File: config.mk
export PLATFORM = sky130hd
export DESIGN_NAME = irq_ctrl
export DESIGN_NICKNAME = d
export VERILOG_FILES = /design/src/rtl/irq_ctrl.sv
export SDC_FILE = /design/constraint.sdc
export NUM_CORES = 1
export LEC_CHECK = 0
export ABC_AREA = 1
export BUFFER_PORTS_ARGS = -buffer_cell sky130_fd_sc_hd__buf_2
export CAP_MARGIN = 20
export CORE_ASPECT_RATIO = 2
export CORE_UTILIZATION = 45
export DETAILED_ROUTE_END_ITERATION = 8
export PLACE_DENSITY_LB_ADDON = 0.1
export SYNTH_ARGS = -nofsm -noshare
export SYNTH_HDL_FRONTEND = slang
export SYNTH_SLANG_ARGS = --single-unit
File: constraint.sdc
create_clock -name clk -period 1.3 [get_ports clk]
set_input_delay 0.195 -clock clk [delete_from_list [all_inputs] [get_ports clk]]
set_output_delay 0.195 -clock clk [all_outputs]
set_load 0.05 [all_outputs]
File: src/rtl/irq_ctrl.sv
// Programmable interrupt controller: latches up to N_SRC device requests, presents the
// highest-priority eligible one on a registered irq line, with claim/EOI priority nesting.
module irq_ctrl #(
  parameter int N_SRC = 8,
  parameter int ID_W  = 3
) (
  input  logic             clk,
  input  logic             rst,
  input  logic             sel,
  input  logic             we,
  input  logic             re,
  input  logic [2:0]       addr,
  input  logic [3:0]       be,
  input  logic [31:0]      wdata,
  output logic [31:0]      rdata,
  input  logic [N_SRC-1:0] irq_src,
  output logic             irq
);

  localparam logic [2:0] OFF_PEND   = 3'd0;
  localparam logic [2:0] OFF_EN     = 3'd1;
  localparam logic [2:0] OFF_MODE   = 3'd2;
  localparam logic [2:0] OFF_CLAIM  = 3'd3;
  localparam logic [2:0] OFF_INSERV = 3'd4;

  logic [N_SRC-1:0] src_q_r;
  logic [N_SRC-1:0] pend_r;
  logic [N_SRC-1:0] en_r;
  logic [N_SRC-1:0] mode_r;
  logic [N_SRC-1:0] inserv_r;

  logic [N_SRC-1:0] pend_nx_s;
  logic [N_SRC-1:0] inserv_nx_s;
  logic [N_SRC-1:0] edge_s;
  logic [N_SRC-1:0] allow_s;
  logic [N_SRC-1:0] elig_s;
  logic             elig_any_s;
  logic [ID_W-1:0]  claim_id_s;
  logic [ID_W-1:0]  eoi_id_s;
  logic             wr_s;
  logic             rd_s;
  logic             w1c_s;
  logic             eoi_s;
  logic             claim_s;
  logic             unused_s;

  // A simultaneous read strobe loses to a write: no claim side effect then.
  assign wr_s     = sel & we & be[0];
  assign rd_s     = sel & re & ~we;
  assign w1c_s    = wr_s & (addr == OFF_PEND);
  assign eoi_s    = wr_s & (addr == OFF_CLAIM);
  assign eoi_id_s = wdata[ID_W-1:0];
  assign edge_s   = irq_src & ~src_q_r;
  assign unused_s = ^{be[3:1], wdata[31:N_SRC]};

  // Priority window: source i may interrupt only if nothing at index <= i is in service.
  always_comb begin
    logic blocked;
    blocked = 1'b0;
    allow_s = '0;
    for (int i = 0; i < N_SRC; i++) begin
      blocked    = blocked | inserv_r[i];
      allow_s[i] = ~blocked;
    end
  end

  assign elig_s     = pend_r & en_r & ~inserv_r & allow_s;
  assign elig_any_s = |elig_s;

  // Lowest-index eligible source is the one presented for claiming.
  always_comb begin
    claim_id_s = '0;
    for (int i = N_SRC - 1; i >= 0; i--) begin
      if (elig_s[i]) claim_id_s = ID_W'(i);
      else           claim_id_s = claim_id_s;
    end
  end

  assign claim_s = rd_s & (addr == OFF_CLAIM) & elig_any_s;

  // Next PENDING/INSERV: level bits mirror the input; edge sets beat W1C and claim clears.
  always_comb begin
    pend_nx_s   = pend_r;
    inserv_nx_s = inserv_r;
    for (int i = 0; i < N_SRC; i++) begin
      if (!mode_r[i])                                pend_nx_s[i] = irq_src[i];
      else if (edge_s[i])                            pend_nx_s[i] = 1'b1;
      else if (w1c_s && wdata[i])                    pend_nx_s[i] = 1'b0;
      else if (claim_s && (claim_id_s == ID_W'(i)))  pend_nx_s[i] = 1'b0;
      else                                           pend_nx_s[i] = pend_r[i];

      if (claim_s && (claim_id_s == ID_W'(i)))       inserv_nx_s[i] = 1'b1;
      else if (eoi_s && (eoi_id_s == ID_W'(i)))      inserv_nx_s[i] = 1'b0;
      else                                           inserv_nx_s[i] = inserv_r[i];
    end
  end

  // Register state; irq is the registered OR of eligible sources.
  always_ff @(posedge clk) begin
    if (rst) begin
      src_q_r  <= '0;
      pend_r   <= '0;
      en_r     <= '0;
      mode_r   <= '0;
      inserv_r <= '0;
      irq      <= 1'b0;
    end else begin
      src_q_r  <= irq_src;
      pend_r   <= pend_nx_s;
      inserv_r <= inserv_nx_s;
      irq      <= elig_any_s;
      if (wr_s && (addr == OFF_EN))   en_r   <= wdata[N_SRC-1:0];
      else                            en_r   <= en_r;
      if (wr_s && (addr == OFF_MODE)) mode_r <= wdata[N_SRC-1:0];
      else                            mode_r <= mode_r;
    end
  end

  // Combinational read mux; CLAIM shows {valid, id} of the winning source.
  always_comb begin
    rdata = 32'h0000_0000;
    if (sel) begin
      case (addr)
        OFF_PEND:   rdata = 32'(pend_r);
        OFF_EN:     rdata = 32'(en_r);
        OFF_MODE:   rdata = 32'(mode_r);
        OFF_CLAIM:  rdata = elig_any_s ? {1'b1, {(31-ID_W){1'b0}}, claim_id_s} : 32'h0000_0000;
        OFF_INSERV: rdata = 32'(inserv_r);
        default:    rdata = 32'h0000_0000;
      endcase
    end else begin
      rdata = 32'h0000_0000;
    end
  end

endmodule

==> impl_metrics.ini <==
[floorplanning]
pin_count = 85
die_w_um = 53.14
core_sq_mm = 0.004955
die_area_sq_mm = 0.005541
rows = 36
fp.dieH_um = 104.3
start_util = 0.4750

[yosys]
synthCells = 323
synthMostInstantiatedCell = nand2_1
synth.top_cell.area_share = 0.3488
synth_warnings = 0
synth_compound_area_frac = 0.1940
avgSynthCellArea_sq_um = 7.286
synth_common_cells = 57 x nand2_1, 42 x inv_1, 41 x dfxtp_1, 30 x o21ai_0, 25 x buf_4
synth_area_leaders = dfxtp_1 35%, nand2_1 9.1%, buf_4 8.0%
yosys.area_share.simple = 0.2945
seq_area_frac_synth = 0.3488
synth_edf_count = 0
synth_top_family_by_area = simple AND/OR/NAND/NOR gates
ys.flop_type = dfxtp_1
synthMuxAreaShare = 0
synth_xor_area_frac = 0
ys_types = 32
netlist_area_sq_mm = 0.002354
synth-adder-area-share = 0
async_reset_ff_frac = 0
synth_seq_cells = 41
yosysTopAreaCell = dfxtp_1

[pwr]
seq_power_share = 0.482
power.total_mw = 2.717
netSwitchingPower_mw = 0.8463
leakage_nw = 1.567
power_density_mw_per_mm2 = 737.7
p_sw_frac = 0.3114
power_frac_clock = 0.323
vdd_drop_max_mv = 0.8404
combPwrFrac = 0.195
internal-power_mw = 1.871

[setup_path]
r2r_end = pend_r[5]
critPathKind = reg -> out
cpPeakStageDelay_ns = 0.34
crit_chain = nor2_4, nand4_1, nor2_2, nand3_2, nand4_1, nand2_1, inv_2, nand2_4, o22ai_4, buf_6
cp_slowest_cell = dfxtp_2
cp.arrival_ns = 1.92
worst_setup_path_start_kind = register
critPathMaxFanout = 4
cp_common_cell = nand4_1
reg2reg_depth = 11
critPathRequiredTime_ns = 1.11
ff2ff_setup_slack_ns = -0.63
r2r_start = inserv_r[1]
crit_path_end_kind = output pin

[sta]
fin_crit_sh = 1.628
drv_slew = 0
slew_headroom = 0.6313
layout_setup_ws_ns = -0.8165
finalWorstPathRequiredPeriod_ns = 2.116
hold_viol = 0
worst_pin_slew_ns = 0.5530
fmax_mhz = 472.5
grt_setup_unrepaired = yes
setup_violations = 26
fin_skew_ns = 0.004025

[placement]
place_hpwl_mm = 5.552
dpl-instance-area_sq_mm = 0.003092
port_buffers = 34
gp_congestion = 0.9281

[finish]
final_cell_area_sq_mm = 0.003684
drive_above_1_share = 0.4637
nets = 479
nFillCells = 388
syn2layout_area_growth_pct = 56.51
num_antenna_cells = 0
utilization = 0.7434

[cts]
cts_root_buffer = clkbuf_8
holdBufCountCts = 0
worstSkewPairLatency_ns = 0.29
clkTransAtPathRegs_ns = 0.08
cts_buffer_depth = 2
numCtsBuffers = 5
cts_tree = built
clock-sinks = 41
htree_levels = 2

[route]
drt_iter0_drc = 67
drtPass1Iterations = 4
ant_nets = 0
routed_wl_mm = 7.411
wl_per_cell_um = 15.31
drc = 0
avgViaCountPerCell = 5.219
num_vias = 2526

[hold_path]
min_from = irq_src[7]
min_path_cells = 3
hold_end = src_q_r[7]
min_path_type = in -> reg

[grt]
grt_pass1_vias = 2523
grt_max_degree = 13
antenna_found_initial = 0
grtUsageTotal = 0.2867
grt-ovfl-total = 0
grt_pass1_wl_mm = 11.54

[flow_run]
drv_cap = 0

[run_status]
status = finished with violations
violations = negative setup slack
==> cell type report <==
type,instances,area (sq um),share of cell area
Multi-Input combinational cell,228,1637,0.4443
Timing Repair Buffer,103,855.8,0.2323
Sequential cell,41,828.3,0.2249
Inverter,48,201.4,0.05469
Clock buffer,6,82.58,0.02242
Tap cell,57,71.32,0.01936
Clock inverter,1,7.507,0.002038
==> how the worst max path moves through the flow <==
stage	endpoint	cells past startpoint	slack, ns	from
3_5_place_dp	rdata[0]	12	-0.55	inserv_r[1]
6_report	rdata[0]	10	-0.82	inserv_r[1]
5_1_grt	rdata[0]	12	-0.91	inserv_r[1]
4_1_cts	rdata[0]	10	-0.76	inserv_r[1]
2_1_floorplan	rdata[0]	11	-0.38	inserv_r[1]
3_3_place_gp	rdata[1]	10	-0.50	inserv_r[1]
==> sequential cells by signal, indices dropped and copies added (netlist names) <==
signal and cells:
en_r 8, inserv_r 8, mode_r 8, pend_r 8, src_q_r 8, irq 1
==> through the flow <==
step / TNS (ns) / hold slack [ns] / setup slack, ns / std cells
after detailed placement: -12.37 / 0.4270 / -0.5528 / 471
after floorplan: -3.996 / 0.3135 / -0.3768 / 345
after global routing: -14.86 / 0.1330 / -0.9139 / 484
after CTS: -14.76 / 0.1140 / -0.7579 / 485
final: -12.47 / 0.1179 / -0.8165 / 484
after global placement: -10.91 / 0.4246 / -0.4978 / 471
==> worst max-delay path, delay by kind of cell (launching register included) <==
family	cells	cell delay (ns)
AO/OA/AOI/OAI	1	0.13
buffers and inverters	2	0.26
flip-flops	1	0.34
AND/OR/NAND/NOR	7	0.90
==> routing by layer <==
layer | GRT usage | up-vias | routed length, um
met5 | 0 | - | 0
met4 | 0.1523 | 0 | 367
met1 | 0.2880 | 1173 | 2669
met3 | 0.04386 | 28 | 221
met2 | 0.5235 | 75 | 4152
li1 | - | 1250 | -
==> logic make-up after synthesis <==
kind of cell | count (synthesis)
other cells | 1
buf+inv | 76
compound gates | 75
flops | 41
simple gates | 130
==> placed cells by master (no fill, tap or decap), types with 9 or more instances in the layout <==
cell | netlist | final
o21ai_0 | 30 | 26
conb_1 | 1 | 23
nor2_1 | 20 | 14
buf_6 | 0 | 18
a21oi_1 | 24 | 18
buf_2 | 0 | 22
inv_1 | 42 | 34
nor2_4 | 3 | 14
inv_2 | 6 | 10
nand2_1 | 57 | 49
dfxtp_1 | 41 | 35
nand2_2 | 5 | 9
buf_4 | 25 | 55
nand4_1 | 12 | 12
==> what timing repair did <==
item / CTS / global route
setup buffers: 7 / 5
gates resized for setup: 83 / 34
setup endpoints to repair: 26 / 28
pin swaps: 14 / 14
==> power by group through the flow <==
stage               sequential [mW]  clock [mW]  combinational (mW)
floorplan                      1.33           0               0.338
global placement               1.34           0               0.454
detailed placement             1.34           0               0.458
CTS                            1.31       0.890               0.514
global route                   1.31       0.927               0.563
finish                         1.31       0.877               0.530
(Power assumes the default switching activity.)
